===== config.mk =====
export PLATFORM = sky130hd
export DESIGN_NAME = srl_delay_line
export DESIGN_NICKNAME = d
export VERILOG_FILES = /design/src/rtl/srl_delay_line_pkg.sv /design/src/rtl/srl_dyn_tap.sv /design/src/rtl/srl_delay_line.sv
export SDC_FILE = /design/constraint.sdc
export NUM_CORES = 1
export LEC_CHECK = 0
export ABC_AREA = 1
export BUFFER_PORTS_ARGS = -buffer_cell sky130_fd_sc_hd__buf_2
export CAP_MARGIN = 20
export CORE_MARGIN = 2
export CORE_UTILIZATION = 68
export CTS_CLUSTER_SIZE = 14
export DETAILED_ROUTE_END_ITERATION = 8
export PLACE_DENSITY = 0.89
export RECOVER_POWER = 25
export SYNTH_ARGS = -nofsm -noshare
export SYNTH_HDL_FRONTEND = slang
export SYNTH_SLANG_ARGS = --single-unit

===== constraint.sdc =====
create_clock -name clk -period 23.7 [get_ports clk]
set_input_delay 4.74 -clock clk [delete_from_list [all_inputs] [get_ports clk]]
set_output_delay 4.74 -clock clk [all_outputs]
set_load 0.05 [all_outputs]

===== src/rtl/srl_delay_line_pkg.sv =====
// ---------------------------------------------------------------------------
// srl_delay_line_pkg
//   Shared types and helpers for the programmable-depth delay line.
//   - state_t : control FSM states (fill, run, reconfiguration load)
//   - clog2   : constant function used to size the delay select
// ---------------------------------------------------------------------------
package srl_delay_line_pkg;

    typedef enum logic [1:0] {
        ST_FILL = 2'd0,
        ST_RUN  = 2'd1,
        ST_LOAD = 2'd2
    } state_t;

    function automatic int clog2(input int value);
        int result;
        int v;
        result = 0;
        v      = value - 1;
        while (v > 0) begin
            result = result + 1;
            v      = v >> 1;
        end
        return result;
    endfunction

endpackage


===== src/rtl/srl_dyn_tap.sv =====
// ---------------------------------------------------------------------------
// srl_dyn_tap
//   Shift chain of C_DEPTH stages, each C_WIDTH bits wide ({valid, data},
//   valid in the MSB), with a dynamic read tap.
//   Ports:
//     clk, rst     clock, synchronous active-high reset (clears all stages)
//     shift_en     advance the chain by one stage
//     clear_valid  zero every stage's valid bit, data untouched
//     din          value entering stage 0
//     sel          tap select; sel=k returns stage k-1, sel=0 returns 0
//     dout         selected stage
// ---------------------------------------------------------------------------
module srl_dyn_tap #(
    parameter int C_WIDTH = 33,
    parameter int C_DEPTH = 16,
    parameter int C_SEL_W = 5
) (
    input  logic               clk,
    input  logic               rst,
    input  logic               shift_en,
    input  logic               clear_valid,
    input  logic [C_WIDTH-1:0] din,
    input  logic [C_SEL_W-1:0] sel,
    output logic [C_WIDTH-1:0] dout
);

    logic [C_WIDTH-1:0] stage [C_DEPTH];

    always_ff @(posedge clk) begin
        if (rst) begin
            for (int i = 0; i < C_DEPTH; i++) begin
                stage[i] <= '0;
            end
        end else if (clear_valid) begin
            // Only the valid bits are dropped; stale data stays but can never
            // be reported as valid.
            for (int i = 0; i < C_DEPTH; i++) begin
                stage[i][C_WIDTH-1] <= 1'b0;
            end
        end else if (shift_en) begin
            stage[0] <= din;
            for (int i = 1; i < C_DEPTH; i++) begin
                stage[i] <= stage[i-1];
            end
        end
    end

    // One-hot style compare keeps the mux free of out-of-range indexing.
    always_comb begin
        dout = '0;
        for (int i = 0; i < C_DEPTH; i++) begin
            if (sel == C_SEL_W'(i + 1)) begin
                dout = stage[i];
            end
        end
    end

endmodule


===== src/rtl/srl_delay_line.sv =====
// ---------------------------------------------------------------------------
// srl_delay_line
//   Multi-channel delay line with runtime-programmable depth (0..C_MAX_DELAY
//   ce-cycles), valid tracking and clock-enable stalls. A reconfiguration
//   always flushes the pipe (valid bits cleared) and re-primes it.
//   Ports:
//     clk, rst    clock, synchronous active-high reset
//     ce          shift enable (stall when low)
//     cfg_load    request new delay, ignored while cfg_busy
//     delay_cfg   requested delay, clamped to C_MAX_DELAY
//     cfg_busy    high during the single LOAD cycle
//     cfg_err     one-cycle pulse when the request was clamped
//     primed      pipe holds `delay` ce-cycles of post-config history
//     valid_in, data_in    input qualifier and packed channel data
//     valid_out, data_out  delayed valid and data, same packing
//   Optional build macro SRL_DELAY_LINE_OUT_REG_EN: adds a ce-clocked output
//   register (latency delay+1, no combinational path at delay 0).
// ---------------------------------------------------------------------------
module srl_delay_line
    import srl_delay_line_pkg::*;
#(
    parameter  int C_DATA_WIDTH   = 32,
    parameter  int C_NUM_CHANNELS = 1,
    parameter  int C_MAX_DELAY    = 16,
    parameter  int C_RESET_DELAY  = 1,
    localparam int C_DLY_W        = clog2(C_MAX_DELAY + 1)
) (
    input  logic                                   clk,
    input  logic                                   rst,
    input  logic                                   ce,
    input  logic                                   cfg_load,
    input  logic [C_DLY_W-1:0]                     delay_cfg,
    output logic                                   cfg_busy,
    output logic                                   cfg_err,
    output logic                                   primed,
    input  logic                                   valid_in,
    input  logic [C_NUM_CHANNELS*C_DATA_WIDTH-1:0] data_in,
    output logic                                   valid_out,
    output logic [C_NUM_CHANNELS*C_DATA_WIDTH-1:0] data_out
);

    localparam int                 DW    = C_NUM_CHANNELS * C_DATA_WIDTH;
    localparam int                 W     = DW + 1;
    localparam logic [C_DLY_W-1:0] MAX_D = C_DLY_W'(C_MAX_DELAY);
    localparam logic [C_DLY_W-1:0] RST_D = C_DLY_W'(C_RESET_DELAY);
    localparam logic [C_DLY_W-1:0] ONE   = C_DLY_W'(1);

    state_t             state;
    logic [C_DLY_W-1:0] delay_q;
    logic [C_DLY_W-1:0] fill_cnt;
    logic               err_q;
    logic               loading;
    logic               over_max;
    logic [C_DLY_W-1:0] clamped;
    logic               primed_core;
    logic [W-1:0]       tap_q;
    logic [W-1:0]       tap_mux;

    assign loading  = (state == ST_LOAD);
    assign over_max = (delay_cfg > MAX_D);
    assign clamped  = over_max ? MAX_D : delay_cfg;

    always_ff @(posedge clk) begin
        if (rst) begin
            state    <= ST_FILL;
            delay_q  <= RST_D;
            fill_cnt <= '0;
            err_q    <= 1'b0;
        end else begin
            err_q <= 1'b0;
            case (state)
                ST_FILL: begin
                    if (cfg_load) begin
                        state   <= ST_LOAD;
                        delay_q <= clamped;
                        err_q   <= over_max;
                    end else if (delay_q == '0) begin
                        // Zero delay has no history to collect.
                        state <= ST_RUN;
                    end else if (ce) begin
                        if (fill_cnt == delay_q - ONE) begin
                            state <= ST_RUN;
                        end else begin
                            fill_cnt <= fill_cnt + ONE;
                        end
                    end
                end
                ST_RUN: begin
                    if (cfg_load) begin
                        state   <= ST_LOAD;
                        delay_q <= clamped;
                        err_q   <= over_max;
                    end
                end
                ST_LOAD: begin
                    fill_cnt <= '0;
                    state    <= (delay_q == '0) ? ST_RUN : ST_FILL;
                end
                default: begin
                    state <= ST_FILL;
                end
            endcase
        end
    end

    assign cfg_busy    = loading;
    assign cfg_err     = err_q;
    assign primed_core = (state == ST_RUN) || ((state == ST_FILL) && (delay_q == '0));

    // LOAD suppresses the shift and clears valids regardless of ce.
    srl_dyn_tap #(
        .C_WIDTH (W),
        .C_DEPTH (C_MAX_DELAY),
        .C_SEL_W (C_DLY_W)
    ) u_tap (
        .clk         (clk),
        .rst         (rst),
        .shift_en    (ce && !loading),
        .clear_valid (loading),
        .din         ({valid_in, data_in}),
        .sel         (delay_q),
        .dout        (tap_q)
    );

    // Delay 0 bypasses the chain; valid is masked while reconfiguring.
    assign tap_mux = (delay_q == '0) ? {valid_in && !loading, data_in} : tap_q;

`ifdef SRL_DELAY_LINE_OUT_REG_EN
    logic [W-1:0] out_q;
    logic         primed_q;

    always_ff @(posedge clk) begin
        if (rst) begin
            out_q    <= '0;
            primed_q <= 1'b0;
        end else if (loading) begin
            out_q    <= '0;
            primed_q <= 1'b0;
        end else if (ce) begin
            out_q    <= tap_mux;
            primed_q <= primed_core;
        end
    end

    assign valid_out = out_q[W-1];
    assign data_out  = out_q[DW-1:0];
    assign primed    = primed_q;
`else
    assign valid_out = tap_mux[W-1];
    assign data_out  = tap_mux[DW-1:0];
    assign primed    = primed_core;
`endif

endmodule


# [After elaboration in Yosys (flattened, before gate mapping)]
# Memory sizes are Yosys's and may differ from the RTL's.
# Cells that the tools add are included.
[op_classes] n_addsub=2 n_mul=0 n_div=0 order_cmp=1 n_eq_ne=26 shifts=0 muxes=87 bitwise_logic=50 reduce_logical=13
[ops] cell="33-bit two-way mux" n=17
[ops] cell="32-bit two-way mux" n=16
[ops] cell="1-bit bitwise OR" n=48
[ops] cell="1-bit two-way mux" n=42
[ops] cell="5-bit by 4-bit == test with 1-bit output, second input constant" n=8
[ops] cell="5-bit two-way mux" n=5
[ops] cell="5-bit by 3-bit == test with 1-bit output, second input constant" n=4
[ops] cell="5-bit by 2-bit == test with 1-bit output, second input constant" n=2
[ops] cell="2-bit two-way mux" n=5
[ops] cell="2-bit != test, second input constant" n=5
[ops] cell="5-bit one-hot mux with 2 select lines" n=1
[ops] cell="4-bit != test, second input constant" n=2
[ops] cell="2-bit one-hot mux with 3 select lines" n=1
[ops] cell="5-bit by 1-bit adder with 5-bit output, second input constant" n=1
[ops] cell="5-bit by 1-bit == test with 1-bit output, second input constant" n=1
[ops] cell="5-bit == test" n=1
[ops] cell="5-bit == test, second input constant" n=1
[ops] cell="5-bit > comparator, second input constant" n=1
[ops] cell="5-bit zero test" n=1
[ops] cell="5-bit AND reduction" n=1
[ops] cell="5-bit by 1-bit subtractor with 5-bit output, second input constant" n=1
[ops] cell="1-bit logical AND" n=3
[ops] cell="3-bit AND reduction" n=1
[ops] cell="3-bit OR reduction" n=1
[ops] cell="other kinds (9)" n=10
[totals] register_bits=13 latch_bits=0 ram_bits=528 mem_bits_ro=0 in_bits=42 elab_cells=184 mem_count=1
[mem_list] name="u_tap.stage" words=16 word_bits=33 read_ports=16 rd_clocked_by_memory_dff=0 write_ports=16 line="srl_dyn_tap.sv:27" text="logic [C_WIDTH-1:0] stage [C_DEPTH];"

# [Longest topological paths before layout]
[depth] word_depth=18 depth_mapped=25 ltp_nobuf=24

# [By module]
# Synthesis repeated with hierarchy kept, for this count alone.
[hier_totals] hier_cells=2833 area_unflattened_um2=25639.6
[modules_own_cells] mod="srl_dyn_tap" instances=1 cells_each=2600 area_each_um2=24364.6 seq_area_each_um2=15845.2
[modules_own_cells] mod="srl_delay_line" instances=1 cells_each=233 area_each_um2=1275.0 seq_area_each_um2=260.2

# [Least setup slack after synthesis]
# OpenSTA, ideal clock, no wires.
[synth_path] kind="in2reg" start="input rst" end="memory u_tap.stage[0][0] (enable)" arrival_ns=14.938 required_time_ns=22.841 setup_slack_ns=7.903 path_stages=3 path_buffers=1 cell_sequence="clkbuf_1 -> a21oi_1 -> inv_1"
[synth_lines] item="from (decl)" line="srl_delay_line.sv:29" text="input logic rst,"
[synth_lines] item="to (decl)" line="srl_dyn_tap.sv:27"

==> metrics.yaml <==
detailed_routing:
  drtIter0Drc: 2998
  drtPass1Iterations: 6
  drc: 0
  wl_per_cell_um: 19.0
  routed_wirelength_um: 71000
  routed-via-count: 21300
  antenna_left: 0
  routed_via_density: 5.68
cts:
  post_cts_resize_count: 0
  holdBufCountCts: 0
  h-tree-depth: 2
  insertion_delay_ns: 0.60
  root_buffer: "clkbuf_16"
  cts_setup_buffers: 0
  clkTransAtPathRegs_ns: 0.06
  cts_tree: "built"
  cts_sinks: 541
  clock_tree.buffer_depth: 3
  numCtsBuffers: 54
sta:
  grt_setup_unrepaired: "no"
  fin_worst_skew_ns: 0.0153
  finalHoldViolCount: 0
  finalCritPeriodShare_pct: 56.5
  clock.fmax_ghz: 0.0747
  fin_crit_ns: 13.39
  drv_slew: 420
  slew_headroom_pct: -339
  tightest_slew_ns: 6.55
  setup_viol: 0
  setup_tns_ns: 0
setup_path:
  end_kind: "register"
  cp-start-kind: "input port"
  cp-endpoint: "u_tap.stage[0][442]"
  reg2reg_to: "u_tap.stage[0][442]"
  path_max_fanout: 192
  crit_start: "rst"
  r2r_setup_slack_ns: 14.59
  r2r_start: "state[1]"
  required_ns: 23.90
  crit_arrival_ns: 13.59
  worstSetupPathType: "in2reg"
  r2r_cells: 7
power:
  power_density_nw_per_um2: 80.0
  peakVddDrop_mv: 0.0832
  power_leakage_nw: 12.8
floorplanning:
  core_sq_um: 38800
  initial_core_util_pct: 69.2
  row_count: 72
  dieArea_sq_um: 41100
  die_w_um: 203
  pin_count: 78
  die_h_um: 203
yosys:
  synth-seq-area-share_pct: 59.9
  synth_compound_area_share_pct: 4.89
  ys_seq_elements: 541
  synthCells: 3174
  yosys.area_share.simple_pct: 22.0
  synth_nets: 3222
  muxShareOfSynthArea_pct: 0
  synth_edf_count: 527
  synth_area_sq_um: 26900
  synth.distinct_cells: 42
  synth_top_family_by_area: "simple AND/OR/NAND/NOR gates"
  synth_xor_area_share_pct: 0.196
  async_flop_share_pct: 0
  yosys_warnings: 0
  synth_fa_ha_area_share_pct: 0.279
  ys.flop_type: "edfxtp_1"
  avgSynthCellArea_sq_um: 8.47
place:
  portBuffers: 77
  place.detailed.hpwl_um: 44300
  place_congestion: 0.986
run:
  max-cap-violations: 4
global_routing:
  grt_usage_pct: 34.6
  grt_pass1_vias: 20500
  grt_max_degree: 193
  grt_pass1_wl_um: 110000
  grt_overflow_total: 0
  antenna_found_initial: 1
outcome:
  run_status: "finished with violations"
  violations: "max-capacitance violations, max-slew violations"
finish:
  final_util_pct: 75.1
  fillers: 2503
  fin_nets: 3234
  layout-drive-gt1-share_pct: 6.82
  syn_to_final_growth_pct: 8.46
hold_path:
  holdPathStages: 2
  min_path_type: "reg2reg"
-- through the flow --
step,worst slack [ns],instances,power [mW],instance area (sq um),hold slack (ns)
floorplan,7.90,3174,1.43,26900,0.445
CTS,13.57,3742,2.32,29100,0.516
global placement,13.58,3645,1.51,27500,0.494
detailed placement,13.57,3646,1.52,27500,0.504
finish,10.31,3745,2.33,29100,0.517
global route,9.53,3745,2.40,29100,0.551
-- logic make-up (layout without fill, tap and decap cells) --
logic type      count (synthesis)  after routing
compound gates                248            248
xor+xnor                        6              6
fa+ha+maj                       6              6
buf+inv                       889            941
flops                         541            541
other cells                     0              1
simple gates                 1484           1484
-- routing by layer --
metal | routed length [um] | up-vias | GRT usage, %
met3 | 7870 | 247 | 7.78
met1 | 25600 | 9881 | 44.6
met5 | 0 | - | 0
met4 | 4310 | 0 | 19.9
li1 | - | 9717 | -
met2 | 33200 | 1415 | 54.6
-- placed cells by master (no fill, tap or decap), drive strengths merged, types with 5 or more instances in the layout --
cell    synthesis  layout
a21oi          28      28
buf            38      95
clkbuf        104      70
clkinv          1      28
dfxtp          14      14
edfxtp        527     527
ha              6       6
inv           746     744
nand2         710     710
nand3         131     131
nand4          11      11
nor2          620     620
nor3            5       5
o21ai         207     207
-- report_power, final --
part           switching, mW  internal [mW]  total, mW
Clock                  0.362          0.445      0.807
Sequential            0.0355           1.14       1.17
Combinational          0.271         0.0800      0.351
-- cells in the mapped netlist, types with 2 or more instances --
library cell	n	area [sq um]
nor2_4	7	78.8
xnor2_1	2	17.5
inv_2	24	90.1
edfxtp_1	527	15800
nor3b_1	2	15.0
a21oi_1	28	140
dfxtp_1	14	280
a211oi_1	3	22.5
o21ai_0	172	861
nand4_1	11	68.8
nor2_8	2	40.0
buf_1	8	30.0
clkbuf_1	103	387
nand2_1	705	2650
buf_2	20	100
xor2_1	4	35.0
buf_6	5	56.3
o21ai_1	23	115
nand3_1	130	651
nand2_2	4	25.0
nor4_1	2	12.5
nor3_1	5	25.0
buf_4	5	37.5
nor2_1	610	2290
inv_1	721	2710
o21ai_2	12	105
a22oi_1	2	15.0
o22ai_1	4	25.0
ha_1	6	75.1
-- worst max-delay path, stage by stage --
cell and delay [ns]:
clkbuf_1 0.81, a21oi_1 0.53, clkinvlp_2 4.86, buf_12 1.76
buf_4 0.63
-- sequential cells by signal, summed over array words and instances (netlist names) --
register     count
u_tap.stage    528
delay_q          5
fill_cnt         5
state            2
cfg_err          1
-- how the worst min path moves through the flow --
stage                             startpoint                  to  slack (ns)
after global placement    u_tap.stage[0][32]  u_tap.stage[0][32]        0.49
after detailed placement  u_tap.stage[0][32]  u_tap.stage[0][32]        0.50
after global routing      u_tap.stage[0][32]  u_tap.stage[0][32]        0.55
final                     u_tap.stage[0][32]  u_tap.stage[0][32]        0.52
after CTS                 u_tap.stage[0][32]  u_tap.stage[0][32]        0.52
after floorplan           u_tap.stage[0][32]  u_tap.stage[0][32]        0.44
-- final cells by class --
cell class	instances	area, sq um	share of cell area [%]
flip-flops and latches	541	16100	55.3
multi-input cells	1744	7350	25.2
inverters	747	2810	9.64
clock buffers	67	1460	5.02
well taps	518	648	2.22
repair buffers	98	609	2.09
clock inverters	29	153	0.524
diodes	1	2.50	0.00859
(Power assumes the default switching activity.)
